[src/rtl/counter_pkg.sv]
// Shared types and helpers for the range counter family.
package counter_pkg;

  typedef enum logic [0:0] {
    CNT_COUNT = 1'b0,
    CNT_DONE  = 1'b1
  } cnt_state_e;

  // Saturates v into [lo, hi]; callers size operands to 32 bits.
  function automatic logic [31:0] clamp(input logic [31:0] v,
                                        input logic [31:0] lo,
                                        input logic [31:0] hi);
    if (v < lo) return lo;
    if (v > hi) return hi;
    return v;
  endfunction

endpackage

[src/rtl/range_step_calc.sv]
// Combinational step evaluation: next value, terminal detection and the
// bound values the top module may land on.
module range_step_calc #(
  parameter int DATA_WIDTH = 8,
  parameter int COUNT_FROM = 0,
  parameter int COUNT_TO   = 2**DATA_WIDTH-1,
  parameter int STEP       = 1
) (
  input  logic [DATA_WIDTH-1:0] cur,
  input  logic                  dir,
  output logic [DATA_WIDTH-1:0] next_val,
  output logic [DATA_WIDTH-1:0] travel_bound,
  output logic [DATA_WIDTH-1:0] opp_bound,
  output logic                  terminal,
  output logic                  at_bound
);

  localparam logic [DATA_WIDTH:0]   FROM_W   = (DATA_WIDTH+1)'(COUNT_FROM);
  localparam logic [DATA_WIDTH:0]   TO_W     = (DATA_WIDTH+1)'(COUNT_TO);
  localparam logic [DATA_WIDTH:0]   STEP_W   = (DATA_WIDTH+1)'(STEP);
  localparam logic [DATA_WIDTH:0]   LIMIT_DN = FROM_W + STEP_W;
  localparam logic [DATA_WIDTH-1:0] FROM_V   = DATA_WIDTH'(COUNT_FROM);
  localparam logic [DATA_WIDTH-1:0] TO_V     = DATA_WIDTH'(COUNT_TO);

  // One extra bit so an overflowing step is seen rather than wrapped.
  logic [DATA_WIDTH:0] up_sum;
  logic [DATA_WIDTH:0] dn_diff;
  logic                unused_borrow;

  assign up_sum        = {1'b0, cur} + STEP_W;
  assign dn_diff       = {1'b0, cur} - STEP_W;
  assign unused_borrow = dn_diff[DATA_WIDTH];

  always_comb begin
    next_val     = cur;
    travel_bound = TO_V;
    opp_bound    = FROM_V;
    terminal     = 1'b0;
    if (dir) begin
      next_val     = up_sum[DATA_WIDTH-1:0];
      terminal     = (up_sum > TO_W);
      travel_bound = TO_V;
      opp_bound    = FROM_V;
    end else begin
      next_val     = dn_diff[DATA_WIDTH-1:0];
      terminal     = ({1'b0, cur} < LIMIT_DN);
      travel_bound = FROM_V;
      opp_bound    = TO_V;
    end
  end

  assign at_bound = (cur == travel_bound);

endmodule

[src/rtl/range_counter.sv]
// Up/down range counter with wrap/saturate, one-shot stop and tc pulse.
// Optional match output enabled by defining RANGE_COUNTER_MATCH_EN.
//   state     | meaning
//   CNT_COUNT | counting on en, terminal handled by wrap/saturate/one-shot
//   CNT_DONE  | one-shot finished, holding until preload or reset
module range_counter
  import counter_pkg::*;
#(
  parameter int DATA_WIDTH = 8,
  parameter int COUNT_FROM = 0,
  parameter int COUNT_TO   = 2**DATA_WIDTH-1,
  parameter int STEP       = 1,
  parameter int WRAP       = 1
) (
  input  logic                  clk,
  input  logic                  rst_n,
  input  logic                  en,
  input  logic                  dir,
  input  logic                  preload,
  input  logic [DATA_WIDTH-1:0] input_data,
  input  logic                  oneshot,
  output logic [DATA_WIDTH-1:0] out_data,
  output logic                  tc,
  output logic                  done
`ifdef RANGE_COUNTER_MATCH_EN
  ,
  input  logic [DATA_WIDTH-1:0] match_val,
  output logic                  match
`endif
);

  if (!(COUNT_FROM < COUNT_TO)) begin : g_chk_order
    $error("range_counter: COUNT_FROM must be below COUNT_TO");
  end
  if (STEP < 1) begin : g_chk_step_min
    $error("range_counter: STEP must be at least 1");
  end
  if (STEP > COUNT_TO - COUNT_FROM) begin : g_chk_step_max
    $error("range_counter: STEP exceeds window size");
  end
  if (64'(COUNT_TO) >= (64'd1 << DATA_WIDTH)) begin : g_chk_width
    $error("range_counter: COUNT_TO does not fit DATA_WIDTH");
  end

  localparam logic [DATA_WIDTH-1:0] FROM_V = DATA_WIDTH'(COUNT_FROM);

  cnt_state_e            state;
  logic [DATA_WIDTH-1:0] next_val;
  logic [DATA_WIDTH-1:0] travel_bound;
  logic [DATA_WIDTH-1:0] opp_bound;
  logic                  terminal;
  logic                  at_bound;
  logic [31:0]           clamp_wide;
  logic [DATA_WIDTH-1:0] clamp_val;

  range_step_calc #(
    .DATA_WIDTH (DATA_WIDTH),
    .COUNT_FROM (COUNT_FROM),
    .COUNT_TO   (COUNT_TO),
    .STEP       (STEP)
  ) u_step (
    .cur          (out_data),
    .dir          (dir),
    .next_val     (next_val),
    .travel_bound (travel_bound),
    .opp_bound    (opp_bound),
    .terminal     (terminal),
    .at_bound     (at_bound)
  );

  assign clamp_wide = clamp(32'(input_data), 32'(COUNT_FROM), 32'(COUNT_TO));
  assign clamp_val  = clamp_wide[DATA_WIDTH-1:0];

  // Upper bits are always zero because COUNT_TO fits in DATA_WIDTH.
  if (DATA_WIDTH < 32) begin : g_clamp_hi
    logic unused_clamp_hi;
    assign unused_clamp_hi = ^clamp_wide[31:DATA_WIDTH];
  end

  always_ff @(posedge clk) begin
    if (!rst_n) begin
      out_data <= FROM_V;
      tc       <= 1'b0;
      state    <= CNT_COUNT;
`ifdef RANGE_COUNTER_MATCH_EN
      match    <= 1'b0;
`endif
    end else begin
      tc <= 1'b0;
`ifdef RANGE_COUNTER_MATCH_EN
      match <= 1'b0;
`endif
      if (preload) begin
        out_data <= clamp_val;
        state    <= CNT_COUNT;
`ifdef RANGE_COUNTER_MATCH_EN
        match    <= (clamp_val == match_val);
`endif
      end else if (en && state == CNT_COUNT) begin
        if (!terminal) begin
          out_data <= next_val;
`ifdef RANGE_COUNTER_MATCH_EN
          match    <= (next_val == match_val);
`endif
        end else if (oneshot) begin
          out_data <= travel_bound;
          tc       <= 1'b1;
          state    <= CNT_DONE;
`ifdef RANGE_COUNTER_MATCH_EN
          match    <= (travel_bound == match_val);
`endif
        end else if (WRAP != 0) begin
          out_data <= opp_bound;
          tc       <= 1'b1;
`ifdef RANGE_COUNTER_MATCH_EN
          match    <= (opp_bound == match_val);
`endif
        end else begin
          // Saturate: only the first arrival at the bound is terminal.
          out_data <= travel_bound;
          tc       <= !at_bound;
`ifdef RANGE_COUNTER_MATCH_EN
          match    <= (travel_bound == match_val);
`endif
        end
      end
    end
  end

  assign done = (state == CNT_DONE);

endmodule

[config.mk]
export PLATFORM = sky130hd
export DESIGN_NAME = range_counter
export DESIGN_NICKNAME = d
export VERILOG_FILES = /design/src/rtl/counter_pkg.sv /design/src/rtl/range_step_calc.sv /design/src/rtl/range_counter.sv
export SDC_FILE = /design/constraint.sdc
export NUM_CORES = 1
export LEC_CHECK = 0
export ABC_AREA = 1
export CORE_UTILIZATION = 49
export CTS_BUF_LIST = sky130_fd_sc_hd__clkbuf_4
export DETAILED_ROUTE_END_ITERATION = 6
export PLACE_DENSITY = 0.82
export SLEW_MARGIN = 20
export SYNTH_ARGS = -nofsm -noshare
export SYNTH_HDL_FRONTEND = slang
export SYNTH_HIERARCHICAL = 1
export SYNTH_SLANG_ARGS = --single-unit
[constraint.sdc]
create_clock -name clk -period 1.6 [get_ports clk]
set_input_delay 0.32 -clock clk [delete_from_list [all_inputs] [get_ports clk]]
set_output_delay 0.32 -clock clk [all_outputs]
set_load 0.005 [all_outputs]
# Yosys cells after proc, flatten, opt, wreduce, memory -nomap -nowiden

Index checks and enable logic that the tools add are counted.

Flip-flop bits (word level): 10
Bits of input ports: 14
Output and inout port bits: 10

Add/subtract/negate cells: 2
Magnitude comparators: 2
Multiplexer cells: 9
Bitwise operators: 3
Reductions and logical operators: 5

Operators by type and width:

| operator                                                                        | number |
|---|---|
| 8-bit two-way mux                                                               | 7 |
| 8-bit by 1-bit adder with 9-bit output, second input constant                   | 1 |
| 9-bit by 8-bit greater-than comparator with 1-bit output, second input constant | 1 |
| 8-bit by 1-bit less-than comparator with 1-bit output, second input constant    | 1 |
| 8-bit by 1-bit subtractor with 8-bit output, second input constant              | 1 |
| 1-bit NOT                                                                       | 3 |
| 3-bit AND reduction                                                             | 1 |
| 3-bit OR reduction                                                              | 1 |
| 1-bit two-way mux                                                               | 2 |
| 2-bit nonzero test                                                              | 1 |
| 2-bit OR reduction                                                              | 1 |
| 1-bit logical AND                                                               | 1 |

# Longest topological paths before layout

Depth after elaboration: 6
Mapped depth: 15
Gate-level depth less buffers: 15

# Modules after synthesis

Netlist, hierarchy kept.

Modules (own cells, without submodules):

| module          | instances | cells each | area each (um^2) | seq. area each (um^2) |
|---|---|---|---|---|
| range_counter   | 1         | 121        | 683.2            | 200.2 |
| range_step_calc | 1         | 112        | 601.8            | 0.0 |

# Least setup slack after synthesis

No wires, ideal clock.

Path kind: register -> register
From: register out_data[0]
To: register out_data[0]
Arrival time: 1.672 ns
Data required time: 1.530 ns
Slack: -0.141 ns
Cell stages (with the launch flop): 14
Buffers on the path: 1
Clock period less this slack: 1.741 ns
Cells stage by stage: dfxtp_1 -> inv_1 -> ha_1 -> inv_1 -> nor2_1 -> nand2_1 -> nor4_1 -> nor2_1 -> nand2_1 -> buf_2 -> nand3_1 -> nand2_1 -> nand2_1 -> a21oi_1

Word-level cells in the longest chain between the ends: 6
Elaborated cells between the ends (all ways): 9

RTL lines:

| item                                                     | RTL line              | RTL |
|---|---|---|
| start: declaration                                       | range_counter.sv:22   | `output logic [DATA_WIDTH-1:0] out_data,` |
| start signal: assignment                                 | range_counter.sv:94   | `out_data <= clamp_val;` |
| start signal: assignment                                 | range_counter.sv:101  | `out_data <= next_val;` |
| start signal: assignment                                 | range_counter.sv:106  | `out_data <= travel_bound;` |
| 8-bit by 1-bit adder with 9-bit output                   | range_step_calc.sv:30 | `assign up_sum = {1'b0, cur} + STEP_W;` |
| 9-bit by 8-bit greater-than comparator with 1-bit output | range_step_calc.sv:41 | `terminal = (up_sum > TO_W);` |
| 1-bit two-way mux *                                      | range_step_calc.sv:39 | `if (dir) begin` |
| via terminal                                             | range_counter.sv:51   | `logic terminal;` |
| 8-bit two-way mux *                                      | range_counter.sv:100  | `if (!terminal) begin` |
| 8-bit two-way mux *                                      | range_counter.sv:99   | `end else if (en && state == CNT_COUNT) begin` |
| 8-bit two-way mux *                                      | range_counter.sv:93   | `if (preload) begin` |

The timed path passes the listed nets; every way through them passes the cells marked *. The select of a mux whose other input is x is not followed.
A chain may end at the register's enable or synchronous reset.

# Final worst setup path

From: register out_data[1]
To: register out_data[2]

Same word-level chain as after synthesis.

==> results.md <==
* Pwr Density at 562 nW/µm²
* Area growth syn-to-layout at 50.6%
* Detailed Place HPWL at 2.50 mm
* Num ports at 24
* Clock share of power at 17.1%
* Combinational cell fraction of total power at 53.8%
* Clk sinks at 10
* Final ANT Viol Nets at 0
* Final Hold Fails at 0
* Die Y-Extent at 52.7 µm
* Total Routing Usage GR at 26.6%
* Hold Path Class: reg -> reg
* RSZ-0062 raised after global routing: true
* Final core utilization at 77.3%
* Router iterations before antenna repair at 5
* PnR worst setup slack at -296 ps
* Number of global-route vias before repair at 1259
* Die area at 2780 µm²
* CP Capture Type: register
* Clock skew at 7.22 ps
* Status: complete, but fails checks
* Final Critical Period at 1900 ps
* Sw frac at 38.8%
* DRC Markers at 0
* Post-Synthesis Cells at 228
* Vias at 1529
* Antenna Cells at 0
* Slew margin rel. at 79.8%
* Worst-Margin Slew at 303 ps
* Slew Limit Fails at 0
* Clock latency at the later pin of the worst-skew pair at 270 ps
* Fin crit share at 118%
* Max-capacitance violation count at 0
* First-pass GRT wire length at 5.50 mm
* Worst Path Required at 1780 ps
* Commonest cells after routing, fill and taps aside: nand2_1, buf_4, inv_1, nor2_1, clkdlybuf4s50_1
* Startpoint types: register
* Finish-stage setup viols at 10
* WL/cell at 12.5 µm
* Worst Path Max Fanout at 5
* Flop pwr share at 29.1%
* Largest net degree at the start of global routing at 17
* GRT overflow at 0
* Buffers added on ports at 23
* CP Data Arrival Time at 2080 ps
* Syn_area_per_cell at 5.53 µm²
* Placement Rows at 18
* Routability congestion estimate at 0.943
* Psw at 0.414 mW
* Clk root buf: clkbuf_4
* Total Power at 1.07 mW
* CTS tree: yes
* Leak at 0.954 nW
* Core area at 2450 µm²
* Drt initial violations at 44
* Drt via density at 5.08
* Max Root-Sink Buffers at 2
* Crit Path Class: reg -> reg
* Initial core utilization at 51.3%
* Fmax at 527 MHz
* Cell Area, Synth at 1260 µm²
* Hold_ws at 496 ps
* Most common cell after layout, fill and taps aside: nand2_1
* CTS Buf Count at 3
* Failing checks: negative setup slack
* # nets final at 291
* Initial antenna violation count at 0
* Layout cells sized above 1 at 32.1%
* H-tree levels at 1
* Internal power at 0.654 mW
* Clock-pin slew on the worst setup and hold paths at 70 ps
* Total routed wirelength at 3.75 mm
* Yosys warns at 6
* Syn_nets at 247
* Width of the die at 52.7 µm
* Worst vdd ir at 0.576 mV
layout make-up:
class                   instances  area, µm²
well taps                      30       37.5
repair buffers                 62        569
fillers                       185        557
flip-flops and latches         10        221
clock buffers                   3       22.5
inverters                      34        135
multi-input cells             161        908
clock inverters                 1       3.75
path summary, 6_finish.rpt:
kind | from | end | slack (ps) | depth (start not counted)
hold / removal | out_data[5] | out_data[5] | 500 | 2
hold reg to reg | out_data[5] | out_data[5] | 500 | 2
setup / recovery | out_data[1] | out_data[2] | -300 | 15
setup reg to reg | out_data[1] | out_data[2] | -300 | 15
worst max-delay path, stage by stage, from the launching register on:
cell	delay [ps]
dfxtp_4	370
buf_6	130
nand2_4	50
nor2_4	40
buf_6	110
buf_4	130
nand3_2	70
nand2_2	60
nor2_2	120
nand3_2	90
nand2_4	110
buf_6	140
nand3_2	90
nand2_1	90
nand2_1	60
a21oi_1	150
sequential cells by signal, summed over array words and instances, names as in the netlist:
register / cells
done: 1
tc: 1
out_data: 8
through the flow:
step           setup WS, ps  area (µm²)  cells  setup TNS, ps
2_1_floorplan         -13.6        1290    228          -94.3
3_3_place_gp           -297        1620    289          -2360
3_5_place_dp           -331        1620    289          -2710
4_1_cts                -155        1780    300          -1410
5_1_grt                -356        1900    301          -2990
6_report               -296        1900    301          -1900
per-layer routing:
| metal | wire length [µm] | share of wire (%) | GRT usage [%] | vias up |
|---|---|---|---|---|
| met2 | 2000 | 53 | 46.6 | 56 |
| met3 | 120 | 3.2 | 1.74 | 8 |
| met4 | 70 | 1.9 | 6.58 | 0 |
| met5 | 0 | 0 | 0 | - |
| li1 | - | - | - | 778 |
| met1 | 1570 | 42 | 34.9 | 687 |
power groups by stage:
stage               logic, mW  registers (mW)  clock network [mW]
finish                  0.574           0.311               0.182
global placement        0.477           0.307                   0
floorplan               0.291           0.304                   0
global route            0.633           0.314               0.199
CTS                     0.530           0.308               0.184
detailed placement      0.485           0.308                   0
repair_timing:
action                                  4_1_cts  5_1_grt
pin swaps                                     9       11
resized for setup                            27       32
hold buffers                                  0        0
cloned                                        1        0
endpoints found under the setup margin       14       17
setup buffers                                 6        1
(Power assumes the default switching activity.)
